==> src/rtl/mesh_pkt_pkg.sv <==
// Shared types for the mesh packet injector: FSM states, default packet layout,
// packet width helper and Galois LFSR tap masks (widths 3..16).
// No ports; imported by mesh_pkt_payload_gen and mesh_pkt_injector.
package mesh_pkt_pkg;

  localparam int MESH_X_W = 1;
  localparam int MESH_Y_W = 1;
  localparam int MESH_D_W = 4;

  typedef enum logic [1:0] {
    IDLE = 2'd0,
    SEND = 2'd1,
    GAP  = 2'd2,
    DONE = 2'd3
  } state_e;

  // Destination sits in the LSBs so {dest_y, dest_x} is directly the linear
  // node index with X as the low bits.
  typedef struct packed {
    logic [MESH_Y_W-1:0] src_y;
    logic [MESH_X_W-1:0] src_x;
    logic [MESH_D_W-1:0] payload;
    logic [MESH_Y_W-1:0] dest_y;
    logic [MESH_X_W-1:0] dest_x;
  } mesh_pkt_s;

  function automatic int pkt_width(input int x_w, input int y_w, input int d_w);
    return 2 * (x_w + y_w) + d_w;
  endfunction

  // Right-shifting Galois masks (XORed in when the shifted-out bit is 1),
  // all maximal length.
  function automatic logic [15:0] lfsr_taps(input int w);
    case (w)
      3:       return 16'h0006;
      4:       return 16'h000C;
      5:       return 16'h0014;
      6:       return 16'h0030;
      7:       return 16'h0060;
      8:       return 16'h00B8;
      9:       return 16'h0110;
      10:      return 16'h0240;
      11:      return 16'h0500;
      12:      return 16'h0E08;
      13:      return 16'h1C80;
      14:      return 16'h3802;
      15:      return 16'h6000;
      16:      return 16'hD008;
      default: return 16'h0000;
    endcase
  endfunction

endpackage

==> src/rtl/mesh_pkt_payload_gen.sv <==
// Payload source: incrementing counter from 1, or a Galois LFSR seeded {1,0..0}
// when MESH_PKT_INJ_LFSR_PAYLOAD_EN is defined. Latency: payload_o is the
// current value, payload_nxt_o the value after one advance; advance_i steps it.
// Ports: clk, reset_n (async active-low), advance_i, payload_o, payload_nxt_o.
module mesh_pkt_payload_gen
  import mesh_pkt_pkg::*;
#(
  parameter int data_width_p = 4
) (
  input  logic                    clk,
  input  logic                    reset_n,
  input  logic                    advance_i,
  output logic [data_width_p-1:0] payload_o,
  output logic [data_width_p-1:0] payload_nxt_o
);

  logic [data_width_p-1:0] pay_q;

`ifdef MESH_PKT_INJ_LFSR_PAYLOAD_EN
  localparam logic [data_width_p-1:0] TAPS = data_width_p'(lfsr_taps(data_width_p));
  localparam logic [data_width_p-1:0] SEED = data_width_p'(1) << (data_width_p - 1);

  // A maximal-length mask never lets a non-zero state fall to all-zeros.
  assign payload_nxt_o = pay_q[0] ? ((pay_q >> 1) ^ TAPS) : (pay_q >> 1);
`else
  localparam logic [data_width_p-1:0] SEED = data_width_p'(1);

  assign payload_nxt_o = pay_q + data_width_p'(1);
`endif

  always_ff @(posedge clk or negedge reset_n) begin
    if (!reset_n) begin
      pay_q <= SEED;
    end else if (advance_i) begin
      pay_q <= payload_nxt_o;
    end
  end

  assign payload_o = pay_q;

endmodule

==> src/rtl/mesh_pkt_injector.sv <==
// Per-node traffic source for a mesh router P port: bursts of coordinate-tagged
// packets. Latency: first packet valid the cycle after start_i; 1 pkt/cycle with
// gap 0. Backpressure: v_o/data_o hold stable until ready_and_i completes it.
// Ports: start_i/num_pkts_i/gap_i/sweep_i/dest_x_i/dest_y_i launch a burst;
// v_o/data_o/ready_and_i handshake; busy_o, done_o, sent_cnt_o status.
// Optional: MESH_PKT_INJ_LFSR_PAYLOAD_EN selects the LFSR payload source.
module mesh_pkt_injector
  import mesh_pkt_pkg::*;
#(
  parameter int x_cord_width_p = 1,
  parameter int y_cord_width_p = 1,
  parameter int data_width_p   = 4,
  parameter int my_x_p         = 0,
  parameter int my_y_p         = 0,
  parameter int cnt_width_p    = 8
) (
  input  logic                      clk,
  input  logic                      reset_n,
  input  logic                      start_i,
  input  logic [cnt_width_p-1:0]    num_pkts_i,
  input  logic [cnt_width_p-1:0]    gap_i,
  input  logic                      sweep_i,
  input  logic [x_cord_width_p-1:0] dest_x_i,
  input  logic [y_cord_width_p-1:0] dest_y_i,
  output logic                      v_o,
  output logic [pkt_width(x_cord_width_p, y_cord_width_p, data_width_p)-1:0] data_o,
  input  logic                      ready_and_i,
  output logic                      busy_o,
  output logic                      done_o,
  output logic [cnt_width_p-1:0]    sent_cnt_o
);

  localparam int XY_W  = x_cord_width_p + y_cord_width_p;
  localparam int PKT_W = pkt_width(x_cord_width_p, y_cord_width_p, data_width_p);
  // {my_y, my_x} doubles as this node's linear index and the source field.
  localparam logic [XY_W-1:0] OWN_IDX = XY_W'((my_y_p << x_cord_width_p) + my_x_p);

  state_e state_q, state_d;

  logic [cnt_width_p-1:0]  rem_q, gap_q, gap_cnt_q, sent_q;
  logic                    sweep_q, zero_done_q;
  logic [PKT_W-1:0]        data_q, data_d;
  logic [XY_W-1:0]         rot_q;

  logic                    launch, xfer, last_pkt;
  logic [data_width_p-1:0] pay_cur, pay_nxt, pay_sel;
  logic [XY_W-1:0]         cur_dest, rot_adv, rot_base, sweep_dest, dest_sel;
  logic                    sweep_sel;

  assign xfer     = (state_q == SEND) && ready_and_i;
  assign launch   = (state_q == IDLE) && start_i && (num_pkts_i != '0);
  assign last_pkt = (rem_q == cnt_width_p'(1));
  assign cur_dest = data_q[XY_W-1:0];
  assign rot_adv  = cur_dest + XY_W'(1);

  mesh_pkt_payload_gen #(
    .data_width_p(data_width_p)
  ) u_payload_gen (
    .clk          (clk),
    .reset_n      (reset_n),
    .advance_i    (xfer),
    .payload_o    (pay_cur),
    .payload_nxt_o(pay_nxt)
  );

  // Next packet. At launch the generator/rotator hold the values for the first
  // packet; on a transfer the packet after the one just accepted is needed, so
  // the advanced payload and (current dest + 1) are used instead.
  always_comb begin
    rot_base   = launch ? rot_q : rot_adv;
    sweep_dest = (rot_base == OWN_IDX) ? rot_base + XY_W'(1) : rot_base;
    sweep_sel  = launch ? sweep_i : sweep_q;
    dest_sel   = cur_dest;
    if (sweep_sel) begin
      dest_sel = sweep_dest;
    end else if (launch) begin
      dest_sel = {dest_y_i, dest_x_i};
    end
    pay_sel = launch ? pay_cur : pay_nxt;
    data_d  = {OWN_IDX, pay_sel, dest_sel};
  end

  always_comb begin
    state_d = state_q;
    v_o     = 1'b0;
    busy_o  = 1'b1;
    done_o  = zero_done_q;
    case (state_q)
      IDLE: begin
        busy_o = 1'b0;
        if (launch) state_d = SEND;
      end
      SEND: begin
        v_o = 1'b1;
        if (xfer) begin
          if (last_pkt)           state_d = DONE;
          else if (gap_q != '0)   state_d = GAP;
        end
      end
      GAP: begin
        if (gap_cnt_q == '0) state_d = SEND;
      end
      DONE: begin
        done_o  = 1'b1;
        state_d = IDLE;
      end
      default: state_d = IDLE;
    endcase
  end

  always_ff @(posedge clk or negedge reset_n) begin
    if (!reset_n) begin
      state_q     <= IDLE;
      rem_q       <= '0;
      gap_q       <= '0;
      gap_cnt_q   <= '0;
      sent_q      <= '0;
      sweep_q     <= 1'b0;
      zero_done_q <= 1'b0;
      data_q      <= '0;
      rot_q       <= '0;
    end else begin
      state_q     <= state_d;
      // A zero-length burst never leaves IDLE; it only reports completion.
      zero_done_q <= (state_q == IDLE) && start_i && (num_pkts_i == '0);

      if ((state_q == IDLE) && start_i) begin
        sent_q  <= '0;
        rem_q   <= num_pkts_i;
        gap_q   <= gap_i;
        sweep_q <= sweep_i;
      end else if (xfer) begin
        rem_q <= rem_q - cnt_width_p'(1);
        if (sent_q != '1) sent_q <= sent_q + cnt_width_p'(1);
      end

      if (xfer && (state_d == GAP)) begin
        gap_cnt_q <= gap_q - cnt_width_p'(1);
      end else if ((state_q == GAP) && (gap_cnt_q != '0)) begin
        gap_cnt_q <= gap_cnt_q - cnt_width_p'(1);
      end

      if (launch || xfer) data_q <= data_d;

      // Rotator moves only on sweep-mode transfers and survives across bursts.
      if (xfer && sweep_q) rot_q <= rot_adv;
    end
  end

  assign data_o     = data_q;
  assign sent_cnt_o = sent_q;

endmodule

==> config.mk <==
export PLATFORM = sky130hd
export DESIGN_NAME = mesh_pkt_injector
export DESIGN_NICKNAME = d
export VERILOG_FILES = /design/src/rtl/mesh_pkt_pkg.sv /design/src/rtl/mesh_pkt_payload_gen.sv /design/src/rtl/mesh_pkt_injector.sv
export SDC_FILE = /design/constraint.sdc
export NUM_CORES = 1
export LEC_CHECK = 0
export ABC_AREA = 1
export CORE_ASPECT_RATIO = 1.25
export CORE_UTILIZATION = 25
export DETAILED_ROUTE_END_ITERATION = 16
export PLACE_DENSITY = 0.49
export SLEW_MARGIN = 20
export SYNTH_ARGS = -nofsm -noshare
export SYNTH_HDL_FRONTEND = slang
export SYNTH_HIERARCHICAL = 1
export SYNTH_SLANG_ARGS = --single-unit
==> constraint.sdc <==
create_clock -name clk -period 5.3 [get_ports clk]
set_input_delay 1.59 -clock clk [delete_from_list [all_inputs] [get_ports clk]]
set_output_delay 1.59 -clock clk [all_outputs]
set_load 0.02 [all_outputs]
==> metrics.txt, run 1 <==
clk root buf=clkbuf_16; r2r worst-path depth=13; # H-tree levels=2; Tightest Pin Transition=0.680 ns; first-pass GRT wire length=between 10,000 and 15,000 um; RR Endpoint=gap_cnt_q[6]$_DFFE_PN0P_; die area=11,600 sq um; Starting Density=0.261; row count=42; Routed Antenna Nets=0; Clock Latency Late Sink=about 0.29 ns; Inserted Clock Buffers=5; vias in the first global route=approximately 2,400; Hold Path Sink=rot_q[0]$_DFFE_PN0P_; Die H=120 um; global route overflow=0; Tot GR Track Use=0.125; crit end category=flop; postcts setup bufs=0; DRT met1 WL=approximately 3100 um; Fmax=approximately 0.27 GHz; die width=96.6 um; Bufs on Longest Clock Path=2; Post-Syn Area per Cell=7.62 sq um; max-cap violation count=0; CP required=between 5 and 6 ns; min Tclk post-route=3.73 ns; Post-Layout Cell Count=between 500 and 600; RSZ-0062 raised after global routing=no; ant diodes=0; placed cells=529; Slew Viols, Final=0; final worst path period share=0.703; Clk pin slew, worst setup/hold paths=0.07 ns; DR WL/cell=12.4 um; hold-critical path depth=2; Cell Area, Synth=around 2800 sq um; Synth Warn #=6; CTS tree=yes; mean number of vias per cell=4.56; status=finished clean; HP Start=rot_q[0]$_DFFE_PN0P_; fillers=roughly 1,200; VDD IR max=0.288 mV; Pre-antenna DRT Iters=4; Setup TNS=0 ns; Detailed Place HPWL=4800 um; Final Skew=between 0.003 and 0.004 ns; #FFs+latches synth=between 40 and 50; largest net degree at the start of global routing=49; clk sinks=48; Post-Route WL=6670 um; critical path class=primary input to flop; uppermost layer routed=met4; flop-to-flop setup slack=between 2 and 3 ns; drt drc=0; DR WL met3=roughly 220 um; Hold Path Class=flop to flop; Mapped Cells=367; core area=10,700 sq um; post-synthesis cell type count=37; GP Congestion=between 0.8 and 0.9; Area growth, synth to finish=23.8%; metal2 WL=around 3200 um; start of the worst register-to-register path=state_q[1]$_DFF_PN0_; initial antenna violation count=0; Final Hold Viols=0; DRT iter0 DRCs=74; Boundary Pins=42; Layout Nets=around 430; # hold bufs at CTS=0; proportion of layout cells with a drive suffix above 1=0.0864; Resize count post-CTS=0; Setup violations, final=0; via count=2,447; IO Port Bufs=39; sequential-to-total area share from yosys stat=0.430; total power=approximately 2.0 mW; crit path max fanout=16; leakage=1.63 nW; PwrDens=~590 nW/um^2; crit path launch type=primary input; Rel. slew slack=0.545; critical path data arrival time=between 3 and 4 ns
-- synth_stat cells (all sizes together) --
| master | instances | area (sq um) |
|---|---|---|
| and2 | 1 | 6.26 |
| o21ai | 34 | 174 |
| nor2 | 33 | 168 |
| o211ai | 5 | 37.5 |
| nand3 | 36 | 195 |
| o21bai | 2 | 15.0 |
| clkbuf | 3 | 11.3 |
| a21oi | 7 | 35.0 |
| xnor2 | 2 | 17.5 |
| nand4 | 3 | 18.8 |
| nand2 | 104 | 413 |
| a32oi | 1 | 8.76 |
| a31oi | 2 | 12.5 |
| buf | 8 | 62.6 |
| o31ai | 2 | 15.0 |
| o221ai | 4 | 35.0 |
| nor3 | 3 | 20.0 |
| conb | 1 | 3.75 |
| a22oi | 1 | 12.5 |
| a32o | 1 | 10.0 |
| inv | 55 | 206 |
| dfrtp | 47 | 1180 |
| xor2 | 6 | 52.6 |
| dfstp | 1 | 26.3 |
| ha | 5 | 62.6 |
-- cells in the final DEF, fill, tap and decap left out, types with 6 or more instances in the layout --
cell type	count
o21ai_0	27
nand2_2	6
xor2_1	6
o21ai_1	6
nand3_1	33
inv_1	50
dfrtp_1	47
nor2_1	27
clkdlybuf4s50_1	38
a21oi_1	7
nand2_1	97
-- cell families (layout without fill, tap and decap cells) --
kind of cell,count (synthesis),after routing,synth area share
simple gates,180,180,0.294
buf+inv,66,103,0.100
compound gates,59,59,0.127
flops,48,48,0.430
xor+xnor,8,8,0.0251
fa+ha+maj,5,5,0.0224
other cells,1,2,0.00134
-- where the power goes --
part / switching, mW / total [mW] / leakage, nW / internal [mW]
logic: 0.628 / 1.00 / 0.943 / 0.373
registers: 0.114 / 0.645 / 0.599 / 0.531
clock network: 0.145 / 0.381 / 0.0871 / 0.237
-- critical path: stages --
cell and delay [ns]:
clkdlybuf4s50_1 0.48, nand2_2 0.23, inv_2 0.33, nand3_2 0.31
nand2_1 0.20, nand2_2 0.09, ha_1 0.21, nand3_1 0.13
inv_1 0.08, nand3_1 0.09, nand2_1 0.05, nand3_1 0.06
nand2_1 0.05
-- layout make-up --
class	instances	area (sq um)	share of cell area
Timing Repair Buffer	40	393	0.114
Tap cell	132	165	0.0477
Sequential cell	48	1200	0.347
Clock buffer	6	139	0.0401
Clock inverter	2	38.8	0.0112
Inverter	55	206	0.0597
Multi-Input combinational cell	254	1320	0.380
-- metrics by stage --
stage / hold WS [ns] / setup WS, ns / cell area (sq um) / util
floorplan: 0.449 / 2.46 / 2800 / -
finish: 0.495 / 1.57 / 3460 / 0.323
detailed placement: 0.480 / 1.28 / 3280 / 0.306
global placement: 0.471 / 1.38 / 3280 / 0.306
CTS: 0.502 / 1.58 / 3460 / 0.323
global route: 0.543 / 1.24 / 3460 / 0.323
-- per-layer routing --
metal | vias up | global-route usage
met4 | 0 | 0.0331
met2 | 46 | 0.209
met1 | 1146 | 0.164
met3 | 9 | 0.0220
met5 | - | 0
li1 | 1246 | -
-- worst max-delay path by stage --
stage                      startpoint                       end  slack [ns]  depth (start not counted)
after global placement    ready_and_i  gap_cnt_q[6]$_DFFE_PN0P_        1.38                         13
after CTS                 ready_and_i  gap_cnt_q[6]$_DFFE_PN0P_        1.58                         13
after floorplan           ready_and_i  gap_cnt_q[6]$_DFFE_PN0P_        2.46                         11
after global routing      ready_and_i  gap_cnt_q[6]$_DFFE_PN0P_        1.24                         13
after detailed placement  ready_and_i  gap_cnt_q[6]$_DFFE_PN0P_        1.28                         13
final                     ready_and_i  gap_cnt_q[6]$_DFFE_PN0P_        1.57                         13
-- sequential cells by signal, summed over array words and instances (netlist names) --
register	flops
u_payload_gen/payload_o	4
sweep_q	1
gap_cnt_q	8
rot_q	2
state_q	2
sent_cnt_o	8
gap_q	8
zero_done_q	1
data_o	6
rem_q	8
Note: power is estimated with default switching activity, not from simulation.
==> run 2, diff against run 1 <==
==> constraint.sdc (replaced) <==
create_clock -name clk -period 3.6 [get_ports clk]
set_input_delay 1.08 -clock clk [delete_from_list [all_inputs] [get_ports clk]]
set_output_delay 1.08 -clock clk [all_outputs]
set_load 0.02 [all_outputs]
==> run 2 against run 1 <==
Cell area grew 0.87%; sequential share of layout area is 0.30 points lower; global-route usage barely moved; critical path depth unchanged; routed wire length grew 1.3%; via count decreased by 0.94%; critical path type unchanged; clock-buffer cell count unchanged; combinational power increased by 51%; non-clock buffer count increased by 4; largest power group unchanged.
==> metrics.txt, run 2 (synthesized netlist as in run 1, its figures left out) <==
Inserted Clock Buffers=5 (unchanged); Boundary Pins=42 (unchanged); Detailed Place HPWL=4980 um (was 4800 um); final core utilization=0.326 (was 0.323); crit end category=flop (unchanged); Fmax=0.352 GHz; GP Congestion=0.829 (was 0.808); Resize count post-CTS=0 (unchanged); die width=96.6 um (unchanged); Setup TNS=0 ns (unchanged); Placed Area=3310 sq um (was 3280 sq um); Starting Density=0.261 (unchanged); flop-to-flop setup slack=1.44 ns (was 2.76 ns); PwrDens=862 nW/um^2 (was 586 nW/um^2); Slew Viols, Final=0 (unchanged); commonest non-fill, non-tap cell in the layout=nand2_1 (unchanged); ant diodes=0 (unchanged); Pre-antenna DRT Iters=4 (unchanged); r2r worst-path depth=13 (unchanged); Post-Route WL=6750 um (was 6670 um); start of the worst register-to-register path=state_q[1]$_DFF_PN0_ (unchanged); Layout Nets=436 (was 432); global route overflow=0 (unchanged); # H-tree levels=2 (unchanged); Post-Layout Cell Count=541 (was 537); RSZ-0062 raised after global routing=no (unchanged); initial antenna violation count=0 (unchanged); Tot GR Track Use=0.125 (about the same); status=finished clean (unchanged); die area=11,600 sq um (unchanged); multi-input logic area=1320 sq um (unchanged); crit path max fanout=16 (unchanged); drt drc=0 (unchanged); Setup violations, final=0 (unchanged); clk root buf=clkbuf_16 (unchanged); Die H=120 um (unchanged); most frequent cells in the layout=97 x nand2_1, 50 x inv_1, 47 x dfrtp_1, 38 x clkdlybuf4s50_1, 33 x nand3_1 (unchanged); hold-critical path depth=1 (was 2); largest net degree at the start of global routing=33 (was 49); Clock Latency Late Sink=0.29 ns (about the same); WHS=0.501 ns (was 0.495 ns); Hold Path Sink=state_q[0]$_DFF_PN0_ (was rot_q[0]$_DFFE_PN0P_); Bufs on Longest Clock Path=2 (unchanged); fillers=1,175 (was 1,183); RR Endpoint=gap_cnt_q[6]$_DFFE_PN0P_ (unchanged); total power=3.01 mW (was 2.03 mW); dpl ws=0.452 ns (was 1.28 ns); postcts setup bufs=0 (unchanged); proportion of layout cells with a drive suffix above 1=0.0954 (was 0.0864); row count=42 (unchanged); crit path launch type=primary input (unchanged); via count=2,424 (was 2,447); min Tclk post-route=~2.8 ns; DRT iter0 DRCs=109 (was 74); mean number of vias per cell=4.48 (was 4.56); CTS tree=yes (unchanged); placed cells=533 (was 529); Routed Antenna Nets=0 (unchanged); first-pass GRT wire length=11,400 um (was 11,300 um); max-cap violation count=0 (unchanged); Hold Path Class=flop to flop (unchanged); # hold bufs at CTS=0 (unchanged); post-route design area=3490 sq um (was 3460 sq um); leakage=1.65 nW (was 1.63 nW); Clk pin slew, worst setup/hold paths=0.07 ns (about the same); HP Start=state_q[0]$_DFF_PN0_ (was rot_q[0]$_DFFE_PN0P_); CP required=3.78 ns (was 5.48 ns); critical path data arrival time=3.03 ns (was 3.90 ns); Final Skew=0.00635 ns (was 0.00360 ns); storage element area=1200 sq um (unchanged); critical path class=primary input to flop (unchanged); IO Port Bufs=39 (unchanged); Final Hold Viols=0 (unchanged); core area=10,700 sq um (unchanged); DR WL/cell=12.5 um (was 12.4 um); post-route worst setup slack=0.755 ns (was 1.57 ns); vias in the first global route=2,443 (was 2,387); Area growth, synth to finish=24.9% (was 23.8%); final worst path period share=0.790; VDD IR max=0.358 mV (was 0.288 mV); clk sinks=48 (unchanged)
==> run 2: routing by layer <==
layer | vias to the layer above | part of all wire | global-route usage
li1 | 1254 | - | -
met2 | 37 | 0.49 | 0.217
met5 | - | 0 | 0
met1 | 1128 | 0.47 | 0.159
met3 | 5 | 0.028 | 0.0208
met4 | 0 | 0.0089 | 0.0331
==> run 2: where the power goes <==
group          total (mW)  leakage [nW]  switching, mW  internal, mW
clock network       0.559        0.0871          0.210         0.348
logic                1.51         0.962          0.934         0.572
registers           0.946         0.599          0.164         0.781
total                3.01          1.65           1.31          1.70
==> run 2: area by class of cell <==
| type | instances | area share |
|---|---|---|
| Multi-Input combinational cell | 254 | 0.377 |
| Sequential cell | 48 | 0.344 |
| Timing Repair Buffer | 44 | 0.121 |
| Inverter | 55 | 0.0591 |
| Tap cell | 132 | 0.0473 |
| Clock buffer | 6 | 0.0398 |
| Clock inverter | 2 | 0.0111 |
==> run 2: worst max-delay path, cell delays in order <==
cell	delay [ns]
clkdlybuf4s50_1	0.48
nand2_2	0.18
inv_2	0.30
nand3_2	0.15
nand2_1	0.11
nand2_2	0.07
ha_1	0.21
nand3_1	0.13
inv_1	0.07
nand3_1	0.08
nand2_1	0.05
nand3_1	0.06
nand2_1	0.05
==> run 2: worst max path at each step <==
stage	start	to	slack [ns]
detailed placement	ready_and_i	gap_cnt_q[6]$_DFFE_PN0P_	0.45
global placement	ready_and_i	gap_cnt_q[6]$_DFFE_PN0P_	0.49
floorplan	ready_and_i	gap_cnt_q[6]$_DFFE_PN0P_	1.27
global route	ready_and_i	gap_cnt_q[6]$_DFFE_PN0P_	0.55
CTS	ready_and_i	gap_cnt_q[6]$_DFFE_PN0P_	0.74
finish	ready_and_i	gap_cnt_q[6]$_DFFE_PN0P_	0.76
==> run 3, diff against run 2 <==
--- a/config.mk
+++ b/config.mk
@@ -9,7 +9,7 @@
 export CORE_ASPECT_RATIO = 1.25
 export CORE_UTILIZATION = 25
 export DETAILED_ROUTE_END_ITERATION = 16
-export PLACE_DENSITY = 0.49
+export PLACE_DENSITY = 0.51
 export SLEW_MARGIN = 20
 export SYNTH_ARGS = -nofsm -noshare
 export SYNTH_HDL_FRONTEND = slang
==> constraint.sdc (replaced) <==
create_clock -name clk -period 2.6 [get_ports clk]
set_input_delay 0.78 -clock clk [delete_from_list [all_inputs] [get_ports clk]]
set_output_delay 0.78 -clock clk [all_outputs]
set_load 0.02 [all_outputs]
==> run 3 against run 2 <==
Sequential share of layout area shrank 0.31 points; global-route usage grew 0.22 points; clock-buffer cell count shrank 1; worst hold slack lost 0.014 ns; largest cell class unchanged.
==> metrics.txt, run 3 (synthesized netlist as in run 1, its figures left out) <==
CP Cell Sequence=inv_1 -> o21bai_1 -> clkdlybuf4s50_1 (was clkdlybuf4s50_1 -> nand2_2 -> inv_2 -> nand3_2 -> nand2_1 -> nand2_2 -> ha_1 -> nand3_1 -> inv_1 -> nand3_1 -> nand2_1 -> nand3_1 -> nand2_1); crit end category=output port (was flop); Rel. slew slack=0.580; Area growth, synth to finish=26.0% (was 24.9%); hold-critical path depth=2 (was 1); RSZ-0062 raised after global routing=no (unchanged); PwrDens=1190 nW/um^2 (was 862 nW/um^2); CTS tree=yes (unchanged); start of the worst register-to-register path=rem_q[1]$_DFFE_PN0P_ (was state_q[1]$_DFF_PN0_); critical path data arrival time=1.61 ns (was 3.03 ns); die width=96.6 um (unchanged); crit path max fanout=4 (was 16); Post-Layout Cell Count=546 (was 541); Clock Latency Late Sink=0.29 ns (about the same); Bufs on Longest Clock Path=2 (unchanged); Inserted Clock Buffers=5 (unchanged); r2r worst-path depth=14 (was 13); Final Hold Viols=0 (unchanged); drt drc=0 (unchanged); worst path buffer plus inverter count=2 (was 3); RR Endpoint=gap_cnt_q[6]$_DFFE_PN0P_ (unchanged); total power=4.18 mW (was 3.01 mW); die area=11,600 sq um (unchanged); largest net degree at the start of global routing=49 (was 33); flop-to-flop setup slack=0.45 ns (was 1.44 ns); dpl ws=-0.0334 ns (was 0.452 ns); via count=2,445 (was 2,424); placed cells=538 (was 533); Clk pin slew, worst setup/hold paths=0.07 ns (about the same); Die H=120 um (unchanged); Post-Route WL=6580 um (was 6750 um); Fmax=~0.42 GHz; Hold Path Sink=gap_cnt_q[5]$_DFFE_PN0P_ (was state_q[0]$_DFF_PN0_); post-route worst setup slack=0.212 ns (was 0.755 ns); HP Start=gap_cnt_q[5]$_DFFE_PN0P_ (was state_q[0]$_DFF_PN0_); GP Congestion=0.842 (was 0.829); final core utilization=0.329 (was 0.326); Hold Path Class=flop to flop (unchanged); Boundary Pins=42 (unchanged); ant diodes=0 (unchanged); Tightest Pin Transition=0.630 ns; commonest non-fill, non-tap cell in the layout=nand2_1 (unchanged); Pre-antenna DRT Iters=4 (unchanged); # hold bufs at CTS=0 (unchanged); DRT iter0 DRCs=65 (was 109); clk sinks=48 (unchanged); leakage=1.66 nW (was 1.65 nW); Top Family by Delay on Critical Path=buffers and inverters (was simple AND/OR/NAND/NOR gates); core area=10,700 sq um (unchanged); Detailed Place HPWL=4920 um (was 4980 um); # H-tree levels=2 (unchanged); min Tclk post-route=about 2.4 ns; Layout Nets=441 (was 436); postcts setup bufs=0 (unchanged); Setup violations, final=0 (unchanged); first-pass GRT wire length=11,500 um (was 11,400 um); crit path launch type=flop (was primary input); clk root buf=clkbuf_16 (unchanged); Final Skew=0.00723 ns (was 0.00635 ns); Routed Antenna Nets=0 (unchanged); IO Port Bufs=39 (unchanged); Tot GR Track Use=0.128 (was 0.125); WHS=0.487 ns (was 0.501 ns); global route overflow=0 (unchanged); critical path's slowest cell=clkdlybuf4s50_1 (unchanged); final worst path period share=0.918; Setup TNS=0 ns (unchanged); fillers=1,174 (was 1,175); max-cap violation count=0 (unchanged); post-route design area=3520 sq um (was 3490 sq um); CP peak stage delay=0.63 ns (was 0.48 ns); DR WL/cell=12.0 um (was 12.5 um); Resize count post-CTS=0 (unchanged); row count=42 (unchanged); mean number of vias per cell=4.48 (about the same); critical path class=flop to output port (was primary input to flop); initial antenna violation count=0 (unchanged); vias in the first global route=2,427 (was 2,443); most frequent cells in the layout=97 x nand2_1, 50 x inv_1, 47 x dfrtp_1, 38 x clkdlybuf4s50_1, 33 x nand3_1 (unchanged); Critical path origin=state_q[1]$_DFF_PN0_ (was ready_and_i); CP required=1.82 ns (was 3.78 ns); proportion of layout cells with a drive suffix above 1=0.106 (was 0.0954); Starting Density=0.261 (unchanged); Slew Viols, Final=0 (unchanged); status=finished clean (unchanged); VDD IR max=0.340 mV (was 0.358 mV); Placed Area=3350 sq um (was 3310 sq um)
run 3: cell count changes in the layout (fill, tap and decap cells not counted):
cell and change:
inv_6 +1, buf_4 +5, clkbuf_8 -1, clkinvlp_4 +1
clkinv_4 -1
run 3: report_power, final:
group          internal (mW)  switching, mW
clock                  0.458          0.301
sequential              1.08          0.219
combinational          0.823           1.30
total                   2.36           1.82
run 3: per-layer routing:
layer	vias up	GRT usage	wire length, um
li1	1266	-	-
met1	1125	0.166	3140
met2	44	0.208	3080
met3	10	0.0226	213
met4	0	0.0478	146
met5	-	0	0
run 3: tightest hold or removal path, delay by kind of cell (launching register included):
family | cells | cell delay, ns
flip-flops | 1 | 0.35
AND/OR/NAND/NOR | 2 | 0.11
run 3: worst max-delay path by stage:
stage	endpoint	depth (start not counted)
floorplan	gap_cnt_q[6]$_DFFE_PN0P_	11
global placement	gap_cnt_q[6]$_DFFE_PN0P_	11
detailed placement	gap_cnt_q[6]$_DFFE_PN0P_	11
CTS	done_o	3
global route	done_o	3
finish	done_o	3
run 3: final cells by class:
class | count | area (sq um) | area share
tap | 132 | 165 | 0.0469
clock inverter | 3 | 46.3 | 0.0131
multi-input combinational | 254 | 1320 | 0.374
inverter | 55 | 206 | 0.0586
timing repair buffer | 49 | 460 | 0.131
sequential | 48 | 1200 | 0.341
clock buffer | 5 | 125 | 0.0355
